### config.mk
export PLATFORM = sky130hd
export DESIGN_NAME = mod_counter_flat
export DESIGN_NICKNAME = d
export VERILOG_FILES = /design/src/rtl/mod_counter_pkg.sv /design/src/rtl/mod_counter_if.sv /design/src/rtl/mod_counter_tick_prescaler.sv /design/src/rtl/mod_counter.sv /design/src/flat_wrapper.sv
export SDC_FILE = /design/constraint.sdc
export NUM_CORES = 1
export LEC_CHECK = 0
export ABC_CLOCK_PERIOD_IN_PS = 4700
export CAP_MARGIN = 20
export CORE_UTILIZATION = 51
export DETAILED_ROUTE_END_ITERATION = 7
export PLACE_DENSITY = 0.91
export RECOVER_POWER = 50
export SLEW_MARGIN = 30
export SYNTH_ARGS = -nofsm -noshare
export SYNTH_HDL_FRONTEND = slang
export SYNTH_SLANG_ARGS = --single-unit
### constraint.sdc
create_clock -name i_clk -period 4.7 [get_ports i_clk]
set_input_delay 1.41 -clock i_clk [delete_from_list [all_inputs] [get_ports i_clk]]
set_output_delay 1.41 -clock i_clk [all_outputs]
set_load 0.1 [all_outputs]
### src/rtl/mod_counter_pkg.sv
// Shared constants and helpers for the mod_counter slice.
// Optional prescaler feature is selected by MOD_COUNTER_PRESCALER_EN.
package mod_counter_pkg;

  typedef enum logic {
    DIR_DOWN = 1'b0,
    DIR_UP   = 1'b1
  } dir_e;

  typedef enum logic {
    MODE_WRAP    = 1'b0,
    MODE_ONESHOT = 1'b1
  } mode_e;

  // Bits needed to hold 0..n-1, never less than one.
  function automatic int clog2w(input int n);
    int w;
    for (w = 1; (1 << w) < n; w++) begin
    end
    return w;
  endfunction

endpackage

### src/rtl/mod_counter_if.sv
// Control/status bundle between a sequencer (master) and mod_counter (slave).
interface mod_counter_if #(
  parameter int WIDTH = 32
);
  logic             en;
  logic             up_dn;
  logic             oneshot;
  logic             load;
  logic [WIDTH-1:0] load_val;
  logic [WIDTH-1:0] cnt;
  logic             tc;
  logic             wrap;
  logic             done;

  modport master (
    output en, up_dn, oneshot, load, load_val,
    input  cnt, tc, wrap, done
  );

  modport slave (
    input  en, up_dn, oneshot, load, load_val,
    output cnt, tc, wrap, done
  );
endinterface

### src/rtl/mod_counter_tick_prescaler.sv
// Divides en into one tick every PRESCALE enabled cycles; en low freezes it.
// Only instantiated when MOD_COUNTER_PRESCALER_EN is defined.
module tick_prescaler
  import mod_counter_pkg::*;
#(
  parameter int PRESCALE = 1
) (
  input  logic i_clk,
  input  logic i_rst,
  input  logic i_clr,
  input  logic i_en,
  output logic o_tick
);
  localparam int            PW   = clog2w(PRESCALE);
  localparam logic [PW-1:0] LAST = PW'(PRESCALE - 1);

  logic [PW-1:0] r_pc;

  assign o_tick = i_en && (r_pc == LAST);

  always_ff @(posedge i_clk) begin
    if (i_rst || i_clr)  r_pc <= '0;
    else if (o_tick)     r_pc <= '0;
    else if (i_en)       r_pc <= r_pc + 1'b1;
  end
endmodule

### src/rtl/mod_counter.sv
// Modulo-MX up/down counter with load, wrap/one-shot modes and tc/wrap/done flags.
// Define MOD_COUNTER_PRESCALER_EN to divide en by PRESCALE before it counts.
module mod_counter
  import mod_counter_pkg::*;
#(
  parameter int WIDTH    = 32,
  parameter int MX       = 4,
  parameter int PRESCALE = 1
) (
  input  logic         i_clk,
  input  logic         i_rst,
  mod_counter_if.slave bus
);
  localparam logic [WIDTH-1:0] TOP = WIDTH'(MX - 1);

  logic [WIDTH-1:0] r_cnt;
  logic             r_wrap;
  logic             r_done;
  logic             w_tick;
  logic             w_tc;
  logic             w_up;
  logic [WIDTH-1:0] w_load_cl;

  // Illegal parameter combinations leave a named marker in the hierarchy.
  if (MX < 1 || PRESCALE < 1) begin : g_bad_params
  end

`ifdef MOD_COUNTER_PRESCALER_EN
  tick_prescaler #(
    .PRESCALE (PRESCALE)
  ) u_prescaler (
    .i_clk  (i_clk),
    .i_rst  (i_rst),
    .i_clr  (bus.load),
    .i_en   (bus.en),
    .o_tick (w_tick)
  );
`else
  assign w_tick = bus.en;
`endif

  assign w_up      = (bus.up_dn == DIR_UP);
  assign w_tc      = w_up ? (r_cnt == TOP) : (r_cnt == '0);
  assign w_load_cl = (bus.load_val > TOP) ? TOP : bus.load_val;

  always_ff @(posedge i_clk) begin
    if (i_rst) begin
      r_cnt  <= '0;
      r_wrap <= 1'b0;
      r_done <= 1'b0;
    end else if (bus.load) begin
      r_cnt  <= w_load_cl;
      r_wrap <= 1'b0;
      r_done <= 1'b0;
    end else begin
      r_wrap <= 1'b0;
      if (w_tick && !r_done) begin
        if (w_tc) begin
          r_wrap <= 1'b1;
          // One-shot parks on the terminal value instead of wrapping.
          if (bus.oneshot == MODE_ONESHOT) r_done <= 1'b1;
          else                             r_cnt  <= w_up ? '0 : TOP;
        end else begin
          r_cnt <= w_up ? r_cnt + 1'b1 : r_cnt - 1'b1;
        end
      end
    end
  end

  assign bus.cnt  = r_cnt;
  assign bus.tc   = w_tc;
  assign bus.wrap = r_wrap;
  assign bus.done = r_done;
endmodule

### src/flat_wrapper.sv
// flat-port wrapper written by rule: the top's interface ports become plain ports
module mod_counter_flat import mod_counter_pkg::*;
#(
  parameter int WIDTH    = 32,
  parameter int MX       = 4,
  parameter int PRESCALE = 1
)
  (i_clk, i_rst, bus_en, bus_up_dn, bus_oneshot, bus_load, bus_load_val, bus_cnt, bus_tc, bus_wrap, bus_done);
  mod_counter_if #(.WIDTH(WIDTH)) bus_i ();
  input  logic i_clk;
  input  logic i_rst;
  input wire logic [$bits(bus_i.en)-1:0] bus_en;
  input wire logic [$bits(bus_i.up_dn)-1:0] bus_up_dn;
  input wire logic [$bits(bus_i.oneshot)-1:0] bus_oneshot;
  input wire logic [$bits(bus_i.load)-1:0] bus_load;
  input wire logic [$bits(bus_i.load_val)-1:0] bus_load_val;
  output wire logic [$bits(bus_i.cnt)-1:0] bus_cnt;
  output wire logic [$bits(bus_i.tc)-1:0] bus_tc;
  output wire logic [$bits(bus_i.wrap)-1:0] bus_wrap;
  output wire logic [$bits(bus_i.done)-1:0] bus_done;
  assign bus_i.en = bus_en;
  assign bus_i.up_dn = bus_up_dn;
  assign bus_i.oneshot = bus_oneshot;
  assign bus_i.load = bus_load;
  assign bus_i.load_val = bus_load_val;
  assign bus_cnt = bus_i.cnt;
  assign bus_tc = bus_i.tc;
  assign bus_wrap = bus_i.wrap;
  assign bus_done = bus_i.done;
  mod_counter #(.WIDTH(WIDTH), .MX(MX), .PRESCALE(PRESCALE)) u_core (.i_clk(i_clk), .i_rst(i_rst), .bus(bus_i));
endmodule
==> metrics.md <==
| Metric | Value |
|---|---|
| Status | `complete, no violations` |
| Hold_sp | `u_core.bus.cnt[22]` |
| Worst-Margin Slew | `0.991 ns` |
| Bufs and invs on worst path | `3` |
| Iteration-0 DRC Markers | `240` |
| Seq cells post-synth | `34` |
| Relative slew slack | `0.337` |
| Mapped Nets | `430` |
| CTS tree | `done` |
| Die W | `79.3 µm` |
| Async set-reset flop share out of synthesis | `0` |
| Worst skew pair latency | `0.29 ns` |
| Synth Flop Type | `dfxtp_1` |
| R2R depth | `11` |
| Overall Global Routing Usage | `0.287` |
| Maximum fanout along the worst path | `12` |
| Fin Setup TNS | `0 ns` |
| Initial antenna violation count | `0` |
| Die area | `6290 µm²` |
| Hold path cells | `1` |
| Residual DRC count | `0` |
| Post-Syn Area | `3050 µm²` |
| Max VDD drop | `0.147 mV` |
| MaxCap Viol Count | `0` |
| Die Y | `79.3 µm` |
| Number of fill cells in the layout | `447` |
| Port bufs | `72` |
| Hold Buf Count CTS | `0` |
| Leak Pwr | `0.00186 µW` |
| CTS Root Cell | `clkbuf_8` |
| Slowest CP cell | `a211oi_1` |
| Number of CTS-inserted buffers | `5` |
| Post-Synthesis Cells | `361` |
| Fmax | `220 MHz` |
| Post-DRT Antenna Nets | `0` |
| Critical Path RT | `3.29 ns` |
| Yosys Warn Count | `0` |
| Reg-to-Reg Start | `u_core.bus.cnt[0]` |
| Dpl cells | `505` |
| Critical Path Stages | `5` |
| R2r setup slk | `1.81 ns` |
| First-pass GRT wire length | `14200 µm` |
| Ant diodes | `0` |
| Share of cells above drive strength 1 | `0.0930` |
| Post-CTS setup repair buffer count | `0` |
| Clock slew at reported path FFs | `0.07 ns` |
| Num Clock Sinks | `34` |
| Final Wtd Congestion | `0.971` |
| Initial Util | `0.540` |
| Post-Layout Cell Count | `513` |
| Startpoint Class | `input port` |
| Class of the most critical setup path | `in2out` |
| Hold Crit Class | `reg2reg` |
| Area grow syn2layout | `30.9%` |
| Part of the cycle the worst path needs | `0.967` |
| Vias in the first global route | `2998` |
| Final worst path period need | `4.55 ns` |
| Critical Path Sink Type | `output pin` |
| Drt wl/cell | `17.3 µm` |
| Worst Skew | `0.00504 ns` |
| Synth cell types | `62` |
| Worst path max stage delay | `0.51 ns` |
| DRT Wirelength | `8890 µm` |
| Reg2reg end | `u_core.bus.cnt[26]` |
| Fin nets | `509` |
| Cell Rows | `27` |
| RSZ-0062 raised after global routing | `no` |
| Total core area | `5640 µm²` |
| HPWL after DPL | `6860 µm` |
| I/O pin cnt | `73` |
| Final setup violating endpoints | `0` |
| Via Count | `3178` |
| CP cell instances | `clkdlybuf4s50_1, inv_1, nand3_1, a211oi_1, buf_12` |
| Number of vias per cell | `6.19` |
| Final Max Tran Viols | `0` |
| Crit path DAT | `3.14 ns` |
| Crit-path leading delay family | `buffers and inverters` |
| Power Dens Cells | `257 nW/µm²` |
| Syn_area_per_cell | `8.45 µm²` |
| H-tree Lvls | `2` |
| Final Hold Vio Count | `0` |
| Total grt overflow | `0` |
| Hold endpoint | `u_core.bus.cnt[22]` |
| Post-synth EDFFs | `0` |
| Post_cts resized | `0` |
| CTS Buffer Depth | `2` |
| Seq/Total Area, Yosys | `0.223` |
| Largest net degree at the start of global routing | `23` |
| First drt pass iteration count | `4` |
-- per-stage QoR --
stage / instance area, µm² / hold WS [ns] / total power, µW / util / setup slack (ns)
final: 3990 / 0.560 / 1020 / 0.707 / 0.153
after global routing: 3990 / 0.599 / 1080 / 0.707 / 0.109
after detailed placement: 3920 / 0.547 / 804 / 0.694 / 0.0658
after global placement: 3920 / 0.525 / 794 / 0.694 / 0.142
after CTS: 4010 / 0.557 / 1040 / 0.710 / 0.306
after floorplan: 3050 / 0.906 / 671 / - / 0.0609
-- Yosys cell counts (3+ instances only) --
master,instances,area [µm²]
nor2_1,35,131
nand3_1,13,65.1
xor2_1,10,87.6
ha_1,30,375
nor2b_1,5,31.3
a22o_1,10,87.6
a31oi_1,5,31.3
o21a_1,3,22.5
nand2_1,15,56.3
buf_2,5,25.0
nor4_1,13,81.3
dfxtp_1,34,681
o211ai_1,3,22.5
o21ai_0,7,35.0
xnor2_1,18,158
o21bai_1,4,30.0
buf_4,3,22.5
a21oi_1,28,140
inv_1,6,22.5
and3_1,4,25.0
nand4_1,9,56.3
a22oi_1,16,120
clkbuf_1,8,30.0
a21o_1,27,203
nor3_1,3,15.0
-- logic make-up (layout without fill, tap and decap cells) --
group,after synthesis,in the layout,share of synthesized area
flops,34,34,0.223
fa+ha+maj,31,31,0.130
simple gates,117,117,0.212
compound gates,126,126,0.313
xor+xnor,28,28,0.0804
mux,2,2,0.00698
buf+inv,23,103,0.0345
-- final cells by class --
class	instances	area, µm²	area share
clock buffer	7	86.3	0.0216
tap	72	90.1	0.0226
timing repair buffer	89	855	0.214
sequential	34	681	0.171
inverter	6	22.5	0.00564
multi-input combinational	304	2250	0.564
clock inverter	1	5.00	0.00125
-- worst register-to-register path: cells and delay by family (launching register included) --
kind / cells / cell delay [ns]
and+or+nand+nor: 3 / 0.43
xor gates and xnor gates: 1 / 0.14
AOI/OAI and AO/OA: 5 / 1.14
buffers and inverters: 1 / 0.13
adders and majority gates: 1 / 0.47
DFF: 1 / 0.47
-- how the worst max path moves through the flow --
stage                   start            endpoint  slack (ns)
global placement    bus_up_dn  u_core.bus.cnt[25]        0.14
CTS                 bus_up_dn              bus_tc        0.31
floorplan           bus_up_dn              bus_tc        0.06
detailed placement  bus_up_dn  u_core.bus.cnt[29]        0.07
global route        bus_up_dn              bus_tc        0.11
finish              bus_up_dn              bus_tc        0.15
-- registers in the layout, summed over array words and instances (netlist names) --
name / flops
u_core.bus.done: 1
u_core.bus.cnt: 32
u_core.bus.wrap: 1
-- placed cells by master, fill, tap and decap left out, types with 5 or more instances in the layout --
cell type,instances
clkdlybuf4s50_1,40
nor2_1,35
dfxtp_1,34
dlygate4sd3_1,31
ha_1,30
a21oi_1,28
a21o_1,27
xnor2_1,18
a22oi_1,16
buf_4,16
nand2_1,15
nand3_1,13
nor4_1,13
a22o_1,10
xor2_1,10
nand4_1,9
o21ai_0,7
inv_1,6
clkbuf_8,6
nor2b_1,5
a31oi_1,5
-- routing by layer --
layer / GRT usage / vias to the layer above / wire [µm]
met5: 0 / - / 0
met4: 0.105 / 0 / 214
met3: 0.0448 / 19 / 708
met2: 0.490 / 136 / 4190
met1: 0.363 / 1479 / 3770
li1: - / 1544 / -
-- report_power, final --
group	internal (µW)	switching, µW	leakage (µW)	total [µW]
registers	305	22.9	0.000277	328
clock network	118	114	0.0000482	232
logic	171	294	0.00153	465
total	594	431	0.00186	1020
(Power assumes the default switching activity.)
